--- config.mk ---
export PLATFORM = sky130hd
export DESIGN_NAME = vr_rr_arbiter
export DESIGN_NICKNAME = d
export VERILOG_FILES = /design/src/rtl/vr_rr_arbiter.sv
export SDC_FILE = /design/constraint.sdc
export NUM_CORES = 1
export LEC_CHECK = 0
export CORE_ASPECT_RATIO = 0.9
export CORE_MARGIN = 4
export CORE_UTILIZATION = 33
export DETAILED_ROUTE_END_ITERATION = 6
export GPL_ROUTABILITY_DRIVEN = 0
export GPL_TIMING_DRIVEN = 0
export MAX_ROUTING_LAYER = met4
export PLACE_DENSITY = 0.78
export SYNTH_ARGS = -nofsm -noshare
export SYNTH_HDL_FRONTEND = slang
export SYNTH_SLANG_ARGS = --single-unit
--- constraint.sdc ---
create_clock -name clk -period 2.2 [get_ports clk]
set_clock_uncertainty 0.15 [all_clocks]
set_input_delay 0.33 -clock clk [delete_from_list [all_inputs] [get_ports clk]]
set_output_delay 0.33 -clock clk [all_outputs]
set_load 0.1 [all_outputs]
--- src/rtl/vr_rr_arbiter.sv ---
// Round-robin valid/ready arbiter: N sources share one registered output stage.
// A source keeps the grant for up to MAX_BURST consecutive beats while it stays valid.
module vr_rr_arbiter #(
    parameter int N         = 4,
    parameter int DW        = 32,
    parameter int MAX_BURST = 4,
    parameter int IDW       = 2
) (
    input  logic            clk,
    input  logic            rst,
    input  logic [N-1:0]    in_valid,
    input  logic [N*DW-1:0] in_data,
    output logic [N-1:0]    in_ready,
    output logic            out_valid,
    output logic [DW-1:0]   out_data,
    output logic [IDW-1:0]  out_id,
    input  logic            out_ready
);

    localparam int             BW     = $clog2(MAX_BURST + 1);
    localparam logic [BW-1:0]  MAX_B  = BW'(MAX_BURST);
    localparam logic [BW-1:0]  ONE_B  = BW'(1);
    localparam logic [IDW-1:0] LAST_I = IDW'(N - 1);

    logic [IDW-1:0] ptr;
    logic [BW-1:0]  burst_cnt;
    logic           sticky;
    logic           grant_vld;
    logic [IDW-1:0] grant_idx;
    logic [IDW-1:0] scan_idx;
    logic [DW-1:0]  grant_data;
    logic           slot_free;
    logic           accept;

    assign slot_free = ~out_valid | out_ready;
    assign sticky    = in_valid[ptr] && (burst_cnt != '0) && (burst_cnt < MAX_B);
    assign accept    = grant_vld & slot_free & ~rst;

    // Scan starts just past the last-accepted index and ends on it, so a lone
    // requester at its burst limit is still re-granted.
    always_comb begin
        grant_vld = 1'b0;
        grant_idx = ptr;
        scan_idx  = '0;
        if (sticky) begin
            grant_vld = 1'b1;
        end else begin
            for (int k = 1; k <= N; k++) begin
                scan_idx = IDW'((int'(ptr) + k) % N);
                if (!grant_vld && in_valid[scan_idx]) begin
                    grant_vld = 1'b1;
                    grant_idx = scan_idx;
                end
            end
        end
    end

    always_comb begin
        grant_data = '0;
        in_ready   = '0;
        for (int i = 0; i < N; i++) begin
            if (grant_idx == IDW'(i)) begin
                grant_data  = in_data[i*DW +: DW];
                in_ready[i] = accept;
            end
        end
    end

    always_ff @(posedge clk) begin
        if (rst) begin
            out_valid <= 1'b0;
            out_data  <= '0;
            out_id    <= '0;
            ptr       <= LAST_I;
            burst_cnt <= '0;
        end else if (accept) begin
            out_valid <= 1'b1;
            out_data  <= grant_data;
            out_id    <= grant_idx;
            ptr       <= grant_idx;
            burst_cnt <= (grant_idx == ptr && burst_cnt < MAX_B) ? burst_cnt + ONE_B : ONE_B;
        end else if (out_valid && out_ready) begin
            out_valid <= 1'b0;
        end
    end

endmodule

---- Word level (Yosys, flattened, before mapping) ----
Index checks and enable logic that the tools add are counted.
word-level totals
  input bits .............................. 135
  register bits after elaboration ......... 40
  logic and storage cells ................. 72
operators by class
  equal/unequal tests ..................... 4
  add/subtract/negate cells ............... 5
  multiplexer cells ....................... 34
  reduce and logical (&&, ||, !) cells .... 13
  bitwise gates (word level) .............. 5
  magnitude comparators ................... 6
operators with widths
  cell                                                count
  two-way mux 32 bit                                  4
  two-way mux 1 bit                                   19
  < comparator 2 x 3 -> 1 bit, second input constant  5
  binary-select mux 1 bit (select 2 bit)              5
  two-way mux 2 bit                                   5
  logical AND 1 bit                                   7
  adder 2 x 1 -> 2 bit, second input constant         2
  adder 2 bit, second input constant                  2
  == test 2 bit, second input constant                2
  adder 3 x 1 -> 3 bit, second input constant         1
  logical NOT 1 bit                                   3
  < comparator 3 bit, second input constant           1
  two-way mux 3 bit                                   1
  nonzero test 3 bit                                  1
  AND 1 bit                                           2
  == test 2 x 1 -> 1 bit, second input constant       1
  == test 2 bit                                       1
  logical NOT 2 bit                                   1
  NOT 1 bit                                           2
  nonzero test 2 bit                                  1
  OR 1 bit                                            1

---- Longest topological paths before layout ----
  word-level depth ........................ 22
  mapped depth ............................ 10
  depth with buffers taken out ............ 8

---- Least setup slack after synthesis ----
No wires, ideal clock.
  path type ............................... input-to-output
  start point ............................. input port in_valid[3]
  end point ............................... output port in_ready[0]
  cell stages on the path ................. 7
  setup slack ............................. -2046 ps
  arrival time ............................ 3766 ps
  path through ............................ buf_2 > mux4_2 > o21a_2 > o211a_1 > buf_2 > clkbuf_1 > nor3_1
between the ends
  cells in the longest elaborated chain, start to end .. 19
RTL lines
  element                                  line  source
  start: declaration                       11    input logic [N-1:0] in_valid,
  binary-select mux 1 bit (select 2 bit)   50    if (!grant_vld && in_valid[scan_idx]) begin
  two-way mux 1 bit (implied by the code)  50
  two-way mux 1 bit                        50
  two-way mux 1 bit                        45    if (sticky) begin
  logical NOT 1 bit                        50
  logical AND 1 bit                        50
  two-way mux 1 bit                        50
  two-way mux 1 bit                        45
  [... 2 more ...]                         n/a
  two-way mux 1 bit                        50
  two-way mux 1 bit                        45
  logical NOT 1 bit                        50
  logical AND 1 bit                        50
  two-way mux 1 bit                        50
  two-way mux 1 bit                        45
  AND 1 bit (2 in a row)                   37    assign accept = grant_vld & slot_free & ~rst;
  two-way mux 1 bit *                      62    if (grant_idx == IDW'(i)) begin
  end: declaration                         13    output logic [N-1:0] in_ready,
Mark *: on every way between the ends. The rest lies on a longest branch, timed or not. The select of a mux whose other input is x is not followed.

---- Worst setup path in the final report ----
  start point ............................. register ptr[1]
  end point ............................... output port in_ready[3]
between the ends
  cells in the longest elaborated chain, start to end .. 20
RTL lines
  element                                  line  source
  start: declaration                       25    logic [IDW-1:0] ptr;
  start signal: assignment                 80    ptr <= grant_idx;
  adder 2 x 1 -> 2 bit                     49    scan_idx = IDW'((int'(ptr) + k) % N);
  binary-select mux 1 bit (select 2 bit)   50
  two-way mux 1 bit (implied by the code)  50
  two-way mux 1 bit                        50
  two-way mux 1 bit                        45
  logical NOT 1 bit                        50
  logical AND 1 bit                        50
  two-way mux 1 bit                        50
  [... 3 more ...]                         n/a
  two-way mux 1 bit                        50
  two-way mux 1 bit                        45
  logical NOT 1 bit                        50
  logical AND 1 bit                        50
  two-way mux 1 bit                        50
  two-way mux 1 bit                        45
  AND 1 bit (2 in a row)                   37
  two-way mux 1 bit *                      62
Marks and branches as above.

==> run_results.csv <==
group,metric,value,unit
status,status,"complete, but fails checks",
status,violations,"negative setup slack",
worst_setup_path,worstSetupStartpoint,"ptr[1]$_SDFFE_PP1P_",
die,num_rows,30,
cts,h-tree-depth,2,
detailed_routing,routedWlPerCell,19.5,µm
die,ios,174,
layout,final_cells,640,
timing,rsz0062_at_grt,"yes",
placement,placed_area,4570,µm²
synth,synth_fp_nets,482,
timing,setup_slack,-0.567,ns
timing,hold_slack,0.287,ns
placement,hpwl,8.56,mm
pwr,p_per_area,1050,nW/µm²
cts,cts.clk_slew.worst_paths,0.07,ns
global_routing,grt_pass1_wl,18.0,mm
cts,cts_inserted_buffers,5,
synth,synth_edf_count,0,
pwr,clockPowerShare,8.2,%
worst_setup_path,slowest_stage,"mux4_2",
worst_setup_path,end_kind,"primary output",
detailed_routing,initialDrtViolationCount,157,
detailed_routing,wl,12.5,mm
worst_setup_path,r2r-end,"out_data[8]$_SDFFE_PP0P_",
cts,cts_tree,"built",
worst_setup_path,cp.required,1.72,ns
synth,synth_ff_type,"dfxtp_1",
die,die_h,92.5,µm
timing,fmax,0.361,GHz
timing,period_share,126,%
timing,min_period,2.77,ns
pwr,p_leak,2.09,nW
cts,clk_latency,0.29,ns
hold_path,hold_start,"in_valid[1]",
pwr,peakVddDrop,0.635,mV
detailed_routing,vias,3619,
placement,post-place-ws,-1.88,ns
synth,ys_seq_elements,40,
pwr,p_int,2.56,mW
timing,tightest_slew,1.04,ns
synth,syn_inst,345,
pwr,power_frac_seq,18.3,%
worst_setup_path,r2r_cells,12,
detailed_routing,routed_via_density,5.65,
synth,ys_warn_count,0,
global_routing,antenna_found_initial,0,
hold_path,hp-class,"in2reg",
layout,syn2layout_area_growth,104,%
worst_setup_path,cp-endpoint,"in_ready[3]",
pwr,switching_share,54.2,%
layout,antenna_cells,0,
worst_setup_path,r2r-start,"ptr[1]$_SDFFE_PP1P_",
timing,setup_viol,42,
synth,synth.avg_cell_area,7.59,µm²
worst_setup_path,worstSetupPathType,"reg2out",
layout,drive_above_1_share,25.7,%
timing,finalMaxSlewViolations,0,
cts,cts.sinks,40,
layout,nNetsFinal,683,
detailed_routing,drc,0,
synth,synth_area,2620,µm²
cts,clk_path_buf_depth,2,
global_routing,grt.total_usage,24.6,%
synth,synthDistinctLibCells,48,
global_routing,gr-total-overflow,0,
placement,dp_cells,612,
worst_setup_path,cp_cell_sequence,"mux4_2 -> o21a_4 -> o21a_1 -> buf_6 -> buf_12 -> nor3_4 -> buf_12",
layout,postLayoutCoreUtil,70.1,%
placement,numPortBuffers,171,
run,cap_violations,0,
timing,relSlewSlack,31.3,%
timing,fin_setup_tns,-11.92,ns
global_routing,grt_pass1_vias,3647,
pwr,p_total,5.59,mW
detailed_routing,dr.pass1.iters,4,
die,core_area,7620,µm²
worst_setup_path,critPathMostFrequentCell,"buf_12",
worst_setup_path,r2r_slack,-0.37,ns
layout,design_area,5350,µm²
layout,layout_commonest_cell,"clkdlybuf4s50_1",
detailed_routing,ant_nets,0,
global_routing,grt_max_degree,11,
pwr,comb_power_share,73.5,%
cts,root_buffer,"clkbuf_8",
synth,ys_async_sr_fraction,0,%
die,start_util,34.4,%
synth,yosysSeqAreaShare,30.6,%
pwr,switchingPower,3.03,mW
worst_setup_path,cp.arrival,2.29,ns
worst_setup_path,slowest_delay,0.56,ns
worst_setup_path,start_kind,"flip-flop",
layout,layout_common_cells,"clkdlybuf4s50_1 (129), nor3_1 (58), dfxtp_1 (37)",
worst_setup_path,crit_fanout,5,
die,die_w,102,µm
die,dieArea,9430,µm²
timing,hold_viol_final,0,
==> cells in the mapped netlist, types with 2 or more instances <==
cell | instances | area share [%]
nor3_1 | 67 | 13
dfxtp_1 | 40 | 31
nand2_1 | 36 | 5.2
a21oi_1 | 35 | 6.7
a2bb2oi_1 | 31 | 10
o31ai_1 | 31 | 8.9
buf_2 | 19 | 3.6
nor2_1 | 13 | 1.9
clkbuf_1 | 10 | 1.4
inv_1 | 6 | 0.86
buf_4 | 5 | 1.4
mux2i_1 | 4 | 1.5
o21ai_0 | 4 | 0.76
a211oi_1 | 3 | 0.86
a22o_1 | 3 | 1.0
nand2b_1 | 3 | 0.72
ha_1 | 2 | 0.95
o21ai_1 | 2 | 0.38
or2_1 | 2 | 0.48
==> final cells by class <==
cell class / count / area (µm²)
multi-input combinational: 262 / 2030
inverter: 6 / 22.5
sequential: 40 / 807
fill: 618 / 2270
buffer: 36 / 359
tap: 96 / 120
clock buffer: 5 / 68.8
timing repair buffer: 195 / 1940
==> critical path: cells and delay by family (launching register included) <==
kind	cells	cell delay, ns
AND/OR/NAND/NOR	1	0.23
flip-flops	1	0.38
multiplexers	1	0.56
buffers and inverters	3	0.45
AO/OA/AOI/OAI	2	0.37
==> kinds of logic (layout without fill, tap and decap cells) <==
| kind of cell | count (synthesis) | in the layout | synth area share (%) |
|---|---|---|---|
| simple gates | 130 | 130 | 23.6 |
| compound gates | 125 | 125 | 34.4 |
| buf+inv | 43 | 242 | 8.07 |
| flops | 40 | 40 | 30.6 |
| mux | 5 | 5 | 2.39 |
| fa+ha+maj | 2 | 2 | 0.955 |
==> power by group through the flow <==
| stage | Sequential [mW] | Combinational [mW] | Clock, mW |
|---|---|---|---|
| 6_report | 1.02 | 4.11 | 0.460 |
| 5_1_grt | 1.05 | 4.27 | 0.500 |
| 4_1_cts | 1.02 | 3.77 | 0.467 |
| 3_5_place_dp | 1.04 | 3.50 | 0 |
| 3_3_place_gp | 1.03 | 3.46 | 0 |
| 2_1_floorplan | 2.37 | 1.21 | 0 |
==> timing repair <==
action                                  4_1_cts  5_1_grt
hold endpoints to repair                      0        0
hold buffers                                  0        0
endpoints found under the setup margin       78       42
buffers inserted                             16        7
gates resized for setup                     143       59
pin swaps                                    24       18
gates cloned                                  1        0
==> sequential cells by signal, indices dropped and copies added, names as in the netlist <==
register   flops
out_valid      1
out_data      32
ptr            2
out_id         2
burst_cnt      3
==> metal layers <==
metal  part of all wire (%)  up-vias  track usage, %
met5                      0        -               -
met4                    1.1        0            5.36
met3                    9.0       14            4.97
met2                     50      177            43.1
met1                     40     1731            29.0
li1                       -     1697               -
==> worst min-delay path by stage <==
stage	endpoint	cells past startpoint
after detailed placement	out_data[2]$_SDFFE_PP0P_	2
final	out_valid$_SDFFE_PP0P_	3
after floorplan	burst_cnt[0]$_SDFFE_PP0P_	1
after global placement	out_data[27]$_SDFFE_PP0P_	2
after global routing	out_valid$_SDFFE_PP0P_	3
after CTS	out_valid$_SDFFE_PP0P_	3
Note: power is estimated with default switching activity, not from simulation.
